$ cat config.mk
export PLATFORM = sky130hd
export DESIGN_NAME = midi_rx_parser
export DESIGN_NICKNAME = d
export VERILOG_FILES = /design/src/rtl/midi_pkg.sv /design/src/rtl/midi_timeout_ctr.sv /design/src/rtl/midi_rx_parser.sv
export SDC_FILE = /design/constraint.sdc
export NUM_CORES = 1
export LEC_CHECK = 0
export BUFFER_PORTS_ARGS = -buffer_cell sky130_fd_sc_hd__buf_2
export CAP_MARGIN = 25
export CORE_ASPECT_RATIO = 1.2
export CORE_MARGIN = 2
export CORE_UTILIZATION = 56
export DETAILED_ROUTE_END_ITERATION = 6
export PLACE_DENSITY = 0.79
export SLEW_MARGIN = 20
export SYNTH_ARGS = -nofsm -noshare
export SYNTH_HDL_FRONTEND = slang
export SYNTH_SLANG_ARGS = --single-unit
$ cat constraint.sdc
create_clock -name i_Clk -period 2.25 [get_ports i_Clk]
set_input_delay 0.1125 -clock i_Clk [delete_from_list [all_inputs] [get_ports i_Clk]]
set_output_delay 0.1125 -clock i_Clk [all_outputs]
set_load 0.1 [all_outputs]
$ cat src/rtl/midi_pkg.sv
// midi_pkg: parser states, MIDI status nibbles and byte-class thresholds
package midi_pkg;
  typedef enum logic [1:0] {IDLE, WAIT_D1, WAIT_D2} state_t;
  localparam logic [3:0] NOTE_OFF = 4'h8;
  localparam logic [3:0] NOTE_ON  = 4'h9;
  localparam logic [3:0] POLY_AT  = 4'hA;
  localparam logic [3:0] CC       = 4'hB;
  localparam logic [3:0] PROG     = 4'hC;
  localparam logic [3:0] CHAN_AT  = 4'hD;
  localparam logic [3:0] PITCH    = 4'hE;
  localparam logic [7:0] RT_MIN   = 8'hF8;
  localparam logic [7:0] SYS_MIN  = 8'hF0;
  function automatic logic two_data(input logic [3:0] hi);
    return hi inside {NOTE_OFF, NOTE_ON, POLY_AT, CC, PITCH};
  endfunction
endpackage

$ cat src/rtl/midi_timeout_ctr.sv
// midi_timeout_ctr: saturating counter; clr zeroes, en counts up to TERM, tc flags TERM while enabled
module midi_timeout_ctr #(
  parameter int TERM = 31999
) (
  input  logic clk,
  input  logic rst,
  input  logic clr,
  input  logic en,
  output logic tc
);
  localparam int W = TERM > 0 ? $clog2(TERM + 1) : 1;
  localparam logic [W-1:0] LAST = W'(TERM);
  logic [W-1:0] cnt;
  always_ff @(posedge clk)
    cnt <= (rst || clr) ? '0 : (en && cnt != LAST) ? cnt + 1'b1 : cnt;
  assign tc = en && cnt == LAST;
endmodule

$ cat src/rtl/midi_rx_parser.sv
// midi_rx_parser: UART byte stream -> note-on/note-off/CC strobes with running status, channel filter, timeout
module midi_rx_parser #(
  parameter int CLKS_PER_BIT = 800,
  parameter int TIMEOUT_BITS = 40
) (
  input  logic       i_Clk,
  input  logic       i_Rst,
  input  logic       i_RX_DV,
  input  logic [7:0] i_RX_Byte,
  input  logic [3:0] i_Channel,
  input  logic       i_Omni,
  output logic       o_Note_On_DV,
  output logic       o_Note_Off_DV,
  output logic       o_CC_DV,
  output logic [6:0] o_Data1,
  output logic [6:0] o_Data2,
  output logic       o_Err,
  output logic       o_Running
);
  import midi_pkg::*;
  state_t state, state_nx;
  logic [7:0] status, status_nx;
  logic [6:0] d1, d1_nx;
  logic [3:0] hi;
  logic is_rt, is_sys, is_chs, is_dat, tc;
  logic complete, match, vel0, on_nx, off_nx, cc_nx, err_nx;
  assign hi     = status[7:4];
  assign is_rt  = i_RX_DV && i_RX_Byte >= RT_MIN;
  assign is_sys = i_RX_DV && i_RX_Byte >= SYS_MIN && i_RX_Byte < RT_MIN;
  assign is_chs = i_RX_DV && i_RX_Byte[7] && i_RX_Byte < SYS_MIN;
  assign is_dat = i_RX_DV && !i_RX_Byte[7];
  midi_timeout_ctr #(.TERM(CLKS_PER_BIT * TIMEOUT_BITS - 1)) u_tmo (
    .clk(i_Clk),
    .rst(i_Rst),
    .clr(i_RX_DV && !is_rt),
    .en (state == WAIT_D2),
    .tc (tc)
  );
  always_ff @(posedge i_Clk)
    if (i_Rst) begin
      state         <= IDLE;
      status        <= '0;
      d1            <= '0;
      o_Note_On_DV  <= 1'b0;
      o_Note_Off_DV <= 1'b0;
      o_CC_DV       <= 1'b0;
      o_Err         <= 1'b0;
      o_Data1       <= '0;
      o_Data2       <= '0;
    end else begin
      state         <= state_nx;
      status        <= status_nx;
      d1            <= d1_nx;
      o_Note_On_DV  <= on_nx;
      o_Note_Off_DV <= off_nx;
      o_CC_DV       <= cc_nx;
      o_Err         <= err_nx;
      if (on_nx || off_nx || cc_nx) begin
        o_Data1 <= d1;
        o_Data2 <= i_RX_Byte[6:0];
      end
    end
  // a data byte completing the message outranks a coincident timeout
  always_comb begin
    state_nx  = state;
    status_nx = status;
    d1_nx     = d1;
    if (is_chs) begin
      state_nx  = WAIT_D1;
      status_nx = i_RX_Byte;
    end else if (is_sys) begin
      state_nx  = IDLE;
      status_nx = '0;
    end else if (is_dat && state == WAIT_D1 && two_data(hi)) begin
      state_nx = WAIT_D2;
      d1_nx    = i_RX_Byte[6:0];
    end else if (state == WAIT_D2 && (is_dat || tc))
      state_nx = WAIT_D1;
  end
  always_comb begin
    complete = is_dat && state == WAIT_D2;
    match    = i_Omni || status[3:0] == i_Channel;
    vel0     = i_RX_Byte[6:0] == 7'd0;
    on_nx    = complete && match && hi == NOTE_ON && !vel0;
    off_nx   = complete && match && (hi == NOTE_OFF || (hi == NOTE_ON && vel0));
    cc_nx    = complete && match && hi == CC;
    err_nx   = state == WAIT_D2 && (is_chs || is_sys || (tc && !is_dat));
  end
  assign o_Running = state != IDLE;
endmodule

==> metrics, run 1 <==
hpwl dp=3590 um; first-pass GRT wire length=approximately 8300 um; setup tns final=0 ns; Worst-Margin Slew=0.959 ns; cells on worst reg2reg path=4; hold_buf cts=0; sequential-to-total area share from yosys stat=between 40% and 50%; Setup WS post-layout=0.494 ns; remaining global-route overflow=0; R2R Path End=u_tmo.cnt[6]; initial DRC count=slightly below 200; #FFs+latches synth=50; CP Class=flip-flop to flip-flop; dpl ws=0.514 ns; Clock Path Buffers=2; Post-CTS Resized=0; Die W=roughly 62 um; largest net degree at the start of global routing=36; number of synthesized flops with an enable pin=0; net count after synthesis=roughly 260; min-delay src=i_RX_Byte[2]; initial antenna violation count=0; DRT Pass-1 Iters=4; routed vias=~2000; WL final=a little over 5000 um; clock sinks=50; Post CTS Setup Buffer Count=0; leak pwr=around 0.94 nW; filler cell count=between 300 and 400; area grow syn2layout=14.7%; Worst R2R Start=u_tmo.cnt[10]; hold path endpoint=o_Data2[2]; CP Data Required Time=about 2.5 ns; PortBufs=34; Top Ports=35; Final Setup Violations=0; Async SR Flop Fraction=0%; antenna viol nets, final=0; Rel. slew slack=a little over a third; number of remaining DRC errors=0; Top FF cell, synth=dfxtp_1; CP Max Fanout=5; Clk Latency, worst-skew pair=between 0.3 and 0.4 ns; CP startpoint kind=flip-flop; vias in the first global route=1869; top cell type by total area after synthesis=dfxtp_1; gr usage total=approximately 24%; Initial Util=57.8%; Final Cycle Share=~80%; WP data arrival=slightly below 2 ns; CTS Buf Count=5; top cell type's share of synthesized area=44.3%; minimum clock period=approximately 1.8 ns; Die Y=roughly 74 um; total die area=~4600 sq um; CP endpoint kind=flip-flop; number of synthesis warnings=0; DR WL/cell=15.5 um; H-Tree Level Count=2; R2R Setup Slk=around 0.49 ns; vias per inst=6.04; hold path cells=3; gpl congestion=~0.83; # diodes=0; core box area=3910 sq um; Netlist cell types=48; Pins Over Slew Limit=0; share of layout cells above drive strength 1=roughly a fifth; Max IR drop VDD=about 0.35 mV; RSZ-0062 raised after global routing=false; P per Cell Area=~640 nW/um^2; worst hold path type=input pin to flip-flop; max-cap check violation count=0; clk_skew=~0.010 ns; Avg Cell Area, Syn=between 9 and 10 sq um; Cells after Synth=247; Final Hold Fails=0; hold slack=approximately 0.10 ns; CTS root buffer=clkbuf_8; status=complete, no violations; fin nets=297; CTS tree=yes; Clk pin slew, worst setup/hold paths=around 0.10 ns; fmax=between 500 and 600 MHz; Post-Syn Area=2260 sq um; std cell rows=25; Synth area leaders=dfxtp_1, a21oi_1, nand4_1, o21ai_0, nor2_1
where the power goes:
part	internal [W]	switching [W]
Sequential	0.000894	0.0000110
Clock	0.000333	0.000306
Combinational	0.0000396	0.0000791
Total	0.00127	0.000396
worst max-delay path, cell delays in order (launching register included):
cell and delay (ns):
dfxtp_1 0.41, nand4_1 0.29, nor4_1 0.65, o311ai_0 0.21, o41ai_1 0.10
logic make-up (layout without fill, tap and decap cells):
| logic type | after synthesis | in the layout | synth area share [%] |
|---|---|---|---|
| adder cells (fa/ha/maj) | 1 | 1 | 0.554 |
| flip-flops | 50 | 50 | 44.3 |
| multiplexers | 8 | 8 | 3.55 |
| buffers and inverters | 16 | 50 | 2.77 |
| AO/OA/AOI/OAI | 72 | 72 | 20.5 |
| XOR/XNOR | 7 | 7 | 2.71 |
| AND/OR/NAND/NOR | 93 | 93 | 25.6 |
worst max path at each step:
| stage | slack [ns] | cells after the start | to | startpoint |
|---|---|---|---|---|
| after floorplan | 0.63 | 4 | state[0] | u_tmo.cnt[8] |
| after global placement | 0.53 | 4 | o_Data1[0] | status[3] |
| after detailed placement | 0.51 | 5 | u_tmo.cnt[7] | u_tmo.cnt[10] |
| after CTS | 0.50 | 5 | u_tmo.cnt[7] | u_tmo.cnt[10] |
| after global routing | 0.26 | 4 | o_Data2[2] | status[3] |
| final | 0.49 | 4 | u_tmo.cnt[6] | u_tmo.cnt[10] |
metrics by stage:
stage | util [%] | instances | instance area [sq um] | power [W]
floorplan | - | 247 | 2260 | 0.00100
finish | 66.3 | 335 | 2590 | 0.00166
global placement | 63.4 | 327 | 2480 | 0.00104
global route | 66.3 | 335 | 2590 | 0.00172
detailed placement | 63.4 | 327 | 2480 | 0.00104
CTS | 66.3 | 335 | 2590 | 0.00167
state kept, by name (all words and copies together), names as in the netlist:
register       cells
o_Err              1
o_Note_Off_DV      1
d1                 7
o_CC_DV            1
u_tmo.cnt         15
o_Data1            7
o_Data2            7
state              2
o_Note_On_DV       1
status             8
cell usage after synthesis (all sizes together) (2+ instances only):
| master | count |
|---|---|
| o31ai | 5 |
| or4 | 8 |
| nand2 | 7 |
| and3 | 2 |
| o211ai | 2 |
| inv | 4 |
| nand2b | 5 |
| mux2i | 8 |
| o21ai | 19 |
| nand3 | 8 |
| nor3 | 3 |
| a22oi | 8 |
| nor3b | 2 |
| nand4 | 17 |
| or2 | 2 |
| dfxtp | 50 |
| xnor2 | 7 |
| nor4 | 5 |
| or2b | 2 |
| nor2 | 23 |
| o41ai | 2 |
| buf | 2 |
| clkbuf | 10 |
| or3 | 3 |
| a21oi | 26 |
| a21o | 2 |
layout by cell type (no fill, tap or decap), types with 5 or more instances in the layout:
master / synthesis / final
clkbuf_8: 0 / 5
dfxtp_1: 50 / 50
buf_2: 2 / 34
a21oi_1: 26 / 26
xnor2_1: 7 / 7
nand3_1: 8 / 8
nand2_1: 7 / 7
a22oi_1: 8 / 8
mux2i_1: 8 / 8
nand4_1: 16 / 16
o21ai_0: 18 / 18
nor2_1: 23 / 23
o31ai_1: 5 / 5
or4_1: 6 / 6
metal layers:
layer  share of wire, %  vias up  track usage [%]  wire [um]
li1                   -     1004                -          -
met1                 42      959             27.7       2180
met2                 52       45             41.2       2670
met3                3.8       14             6.16        197
met4                2.6        0             10.9        136
met5                  0        -                0          0
final cells by class:
cell class	instances	area [sq um]	area share [%]
clock buffers	5	68.8	2.66
clock inverters	3	43.8	1.69
inverters	4	15.0	0.579
multi-input cells	181	1190	46.1
flip-flops and latches	50	1000	38.6
well taps	54	67.6	2.61
repair buffers	38	200	7.73
No activity file was read; power rests on OpenSTA's default activity.
==> inputs of run 2 (changes only) <==
Clock period 2.25 ns to 1.62 ns, I/O delays scaled along.
==> metrics, run 2 (synthesis results as in run 1) <==
CTS tree=yes; vias in the first global route=1987 (+6.3%); Die W=62.0 um (unchanged); CP Class=flip-flop to flip-flop; Critical Path Slowest Stage Cell=or4_4; Final Cell Area=2880 sq um (+11%); CP endpoint kind=flip-flop; Setup WS post-layout=0.0448 ns (-0.449 ns); Final Hold Fails=0 (unchanged); family with the most delay on the worst path=simple AND/OR/NAND/NOR gates; number of remaining DRC errors=0 (unchanged); Worst path depth=5 (+1); clock sinks=50 (unchanged); routed vias=2145 (+6.1%); status=complete, no violations; std cell rows=25 (unchanged); max-cap check violation count=0 (unchanged); dpl ws=-0.0268 ns (-0.540 ns); biggest registers after layout=u_tmo.cnt (15), status (8); Final Cycle Share=97.2% (+19 points); initial antenna violation count=0 (unchanged); core box area=3910 sq um (unchanged); Clock Path Buffers=2 (unchanged); Clk pin slew, worst setup/hold paths=0.09 ns (about the same); worst hold path type=input pin to flip-flop; hold path cells=3 (unchanged); CP Max Fanout=3 (-2); CP Data Required Time=1.87 ns (-0.58 ns); clk_skew=0.00772 ns (-0.00271 ns); total die area=4560 sq um (unchanged); Placed Area=2680 sq um (+8.1%); cells on worst reg2reg path=5 (+1); Max IR drop VDD=0.581 mV (+66%); Buf+Inv Stages, Crit Path=1 (+1); P per Cell Area=804 nW/um^2 (+25%); max reg flops=15 (unchanged); minimum clock period=1.58 ns (-0.181 ns); fin nets=325 (+9.4%); first-pass GRT wire length=8610 um (+3.8%); Die Y=73.6 um (unchanged); leak pwr=1.11 nW (+18%); Top Ports=35 (unchanged); PortBufs=34 (unchanged); area grow syn2layout=27.6%; CTS root buffer=clkbuf_8; # diodes=0 (unchanged); WL final=5530 um (+6.8%); Pins Over Slew Limit=0 (unchanged); vias per inst=5.91 (-2.1%); DRT Pass-1 Iters=4 (unchanged); most frequent cells in the layout=dfxtp_1, buf_2, buf_4; antenna viol nets, final=0 (unchanged); largest net degree at the start of global routing=26 (-28%); RSZ-0062 raised after global routing=true; WP data arrival=1.82 ns (-0.14 ns); CP startpoint kind=flip-flop; remaining global-route overflow=0 (unchanged); CP peak stage delay=0.53 ns (-0.12 ns); H-Tree Level Count=2 (unchanged); Worst-Margin Slew=0.573 ns (-0.386 ns); Clk Latency, worst-skew pair=0.31 ns (about the same); fmax=635 MHz (+11%); DR WL/cell=15.2 um (-1.5%); most common cell after layout, fill and taps aside=dfxtp_1; Rel. slew slack=61.7% (+26 points); filler cell count=294 (-15%); setup tns final=0 ns (unchanged); share of layout cells above drive strength 1=33.0% (+13 points); largest register by flop count=u_tmo.cnt; initial DRC count=123 (-37%); Final Setup Violations=0 (unchanged); hpwl dp=3850 um (+7.3%); worst-path cell chain=nand4_1 > buf_4 > or4_4 > a311oi_2 > a21o_1; CTS Buf Count=5 (unchanged); gpl congestion=0.885 (+6.7%); hold_buf cts=0 (unchanged); gr usage total=25.4% (+1.1 points); Initial Util=57.8% (unchanged)
[run 2: worst min-delay path: stages]
cell     delay, ns
buf_2         0.13
nand4_1       0.07
a21oi_1       0.06
[run 2: area by class of cell]
type / count / area, sq um / share of cell area (%)
Multi-Input combinational cell: 181 / 1240 / 43.1
Sequential cell: 50 / 1010 / 35.2
Timing Repair Buffer: 66 / 430 / 14.9
Clock buffer: 5 / 68.8 / 2.39
Tap cell: 54 / 67.6 / 2.34
Clock inverter: 3 / 43.8 / 1.52
Inverter: 4 / 15.0 / 0.521
[run 2: per-stage QoR]
| stage | hold slack (ns) | cells | utilization [%] | power [W] |
|---|---|---|---|---|
| floorplan | 0.228 | 247 | - | 0.00139 |
| global placement | 0.392 | 352 | 68.5 | 0.00146 |
| detailed placement | 0.403 | 352 | 68.5 | 0.00146 |
| CTS | 0.0755 | 361 | 71.9 | 0.00233 |
| global route | 0.0826 | 363 | 73.7 | 0.00238 |
| finish | 0.0832 | 363 | 73.7 | 0.00232 |
[run 2: worst paths after layout]
path,slack [ns],start,to
worst min register to register,0.47,o_Data1[3],o_Data1[3]
worst min-delay path,0.08,i_RX_Byte[2],o_Data2[2]
worst max-delay path,0.04,u_tmo.cnt[12],state[0]
worst max register to register,0.04,u_tmo.cnt[12],state[0]
[run 2: timing repair]
action,4_1_cts,5_1_grt
gates resized for setup,2,21
pin swaps,2,3
endpoints found under the setup margin,4,27
setup buffers,1,2
[run 2: routing by layer]
metal	up-vias	track usage, %	routed length, um
met5	-	0	0
met4	0	8.98	112
met2	45	47.1	3070
li1	1062	-	-
met3	10	5.28	155
met1	1028	27.0	2190
[run 2: power by group]
part / internal (W) / switching (W)
sequential: 0.00124 / 0.0000132
clock: 0.000463 / 0.000419
combinational: 0.0000675 / 0.000114
total: 0.00177 / 0.000546
==> inputs of run 3 (changes only) <==
Settings changed: CORE_ASPECT_RATIO 1.2 to not set, SLEW_MARGIN 20 to 25.
==> metrics, run 3 (synthesis results as in run 1) <==
PortBufs=34 (unchanged); Die Y=67.5 um (-8.2%); Final Cycle Share=96.9% (-0.32 points); hold slack=0.0385 ns (-0.0447 ns); CP peak stage delay=0.41 ns (-0.12 ns); core box area=3940 sq um (+0.83%); DR WL/cell=15.8 um (+4.0%); CP startpoint kind=flip-flop; minimum clock period=1.57 ns (-0.00516 ns); CP endpoint kind=flip-flop; vias per inst=5.94 (+0.54%); CTS Buf Count=5 (unchanged); initial antenna violation count=0 (unchanged); WP data arrival=1.76 ns (-0.06 ns); largest net degree at the start of global routing=17 (-35%); leak pwr=1.06 nW (-4.3%); std cell rows=23 (-8.0%); CP Max Fanout=4 (+1); P per Cell Area=783 nW/um^2 (-2.6%); hpwl dp=3920 um (+1.7%); Buf+Inv Stages, Crit Path=2 (+1); clock sinks=50 (unchanged); DRT Pass-1 Iters=4 (unchanged); Pins Over Slew Limit=0 (unchanged); gpl congestion=0.834 (-5.8%); remaining global-route overflow=0 (unchanged); CP Class=flip-flop to flip-flop; first-pass GRT wire length=9230 um (+7.2%); H-Tree Level Count=2 (unchanged); Max IR drop VDD=0.431 mV (-26%); most numerous cell on the critical path=buf_4; family with the most delay on the worst path=simple AND/OR/NAND/NOR gates; Worst-Margin Slew=0.558 ns (-0.0154 ns); Post CTS Setup Buffer Count=0 (-1); CP Data Required Time=1.81 ns (-0.06 ns); filler cell count=295 (+0.34%); Die W=67.5 um (+8.9%); CTS tree=yes; clk_skew=0.00984 ns (+0.00212 ns); Clk Latency, worst-skew pair=0.31 ns (about the same); routed vias=2115 (-1.4%); biggest registers after layout=u_tmo.cnt (15), status (8); fmax=637 MHz (+0.33%); worst-path cell chain=or3b_4 > buf_4 > nor4_1 > buf_4 > o311ai_0 > o41ai_1; most common cell after layout, fill and taps aside=dfxtp_1; most frequent cells in the layout=dfxtp_1, buf_2, buf_4; initial DRC count=162 (+32%); Final Setup Violations=0 (unchanged); Clock Path Buffers=2 (unchanged); Rel. slew slack=62.7% (+1.0 points); worst hold path type=input pin to flip-flop; largest register by flop count=u_tmo.cnt; Top Ports=35 (unchanged); share of layout cells above drive strength 1=33.0% (about the same); Final Hold Fails=0 (unchanged); number of remaining DRC errors=0 (unchanged); max-cap check violation count=0 (unchanged); CTS root buffer=clkbuf_8; Finished Core Util=71.3% (-2.4 points); Initial Util=57.3% (-0.48 points); hold_buf cts=0 (unchanged); gr usage total=27.0% (+1.6 points); Clk pin slew, worst setup/hold paths=0.09 ns (about the same); Critical Path Slowest Stage Cell=or3b_4; # diodes=0 (unchanged); max reg flops=15 (unchanged); antenna viol nets, final=0 (unchanged); status=complete, no violations; WL final=5640 um (+2.0%); area grow syn2layout=24.5%; fin nets=322 (-0.92%); total die area=4560 sq um (about the same); vias in the first global route=2015 (+1.4%); RSZ-0062 raised after global routing=true
==> run 3: layer usage <==
metal / vias up / global-route usage, % / routed length (um) / part of all wire, %
met5: - / 0 / 0 / 0
met4: 0 / 11.5 / 119 / 2.1
met3: 12 / 5.50 / 299 / 5.3
met2: 62 / 41.5 / 2570 / 46
met1: 998 / 36.6 / 2650 / 47
li1: 1043 / - / - / -
==> run 3: worst paths after layout <==
path	from	to	slack, ns	depth (start not counted)
worst max register to register	u_tmo.cnt[9]	u_tmo.cnt[6]	0.05	6
worst min-delay path	i_Rst	status[7]	0.04	2
worst min register to register	u_tmo.cnt[13]	u_tmo.cnt[13]	0.48	2
worst max-delay path	u_tmo.cnt[9]	u_tmo.cnt[6]	0.05	6
==> run 3: stage by stage <==
step / setup slack, ns / instance area [sq um] / setup TNS [ns] / cells / total power, W
floorplan: 0.00703 / 2260 / 0 / 247 / 0.00139
global placement: 0.00136 / 2660 / 0 / 348 / 0.00146
detailed placement: -0.0236 / 2660 / -0.0236 / 348 / 0.00146
CTS: -0.0298 / 2760 / -0.0496 / 356 / 0.00221
global route: -0.00929 / 2810 / -0.0287 / 356 / 0.00227
finish: 0.0499 / 2810 / 0 / 356 / 0.00220
==> run 3: layout make-up <==
cell class,instances,area [sq um],share of cell area [%]
multi-input combinational,181,1230,43.9
sequential,50,1010,36.1
timing repair buffer,63,392,13.9
clock buffer,6,82.6,2.94
tap,50,62.6,2.22
inverter,4,15.0,0.534
clock inverter,2,12.5,0.445
==> run 3: what timing repair did <==
item	CTS	global route
endpoints found under the hold margin	0	0
resized for setup	1	22
pin swaps	2	4
setup endpoints to repair	1	22
==> run 3: where the power goes <==
part	total [W]	internal, W	switching [W]
Sequential	0.00126	0.00124	0.0000150
Clock	0.000762	0.000344	0.000419
Combinational	0.000183	0.0000668	0.000117
Total	0.00220	0.00165	0.000550
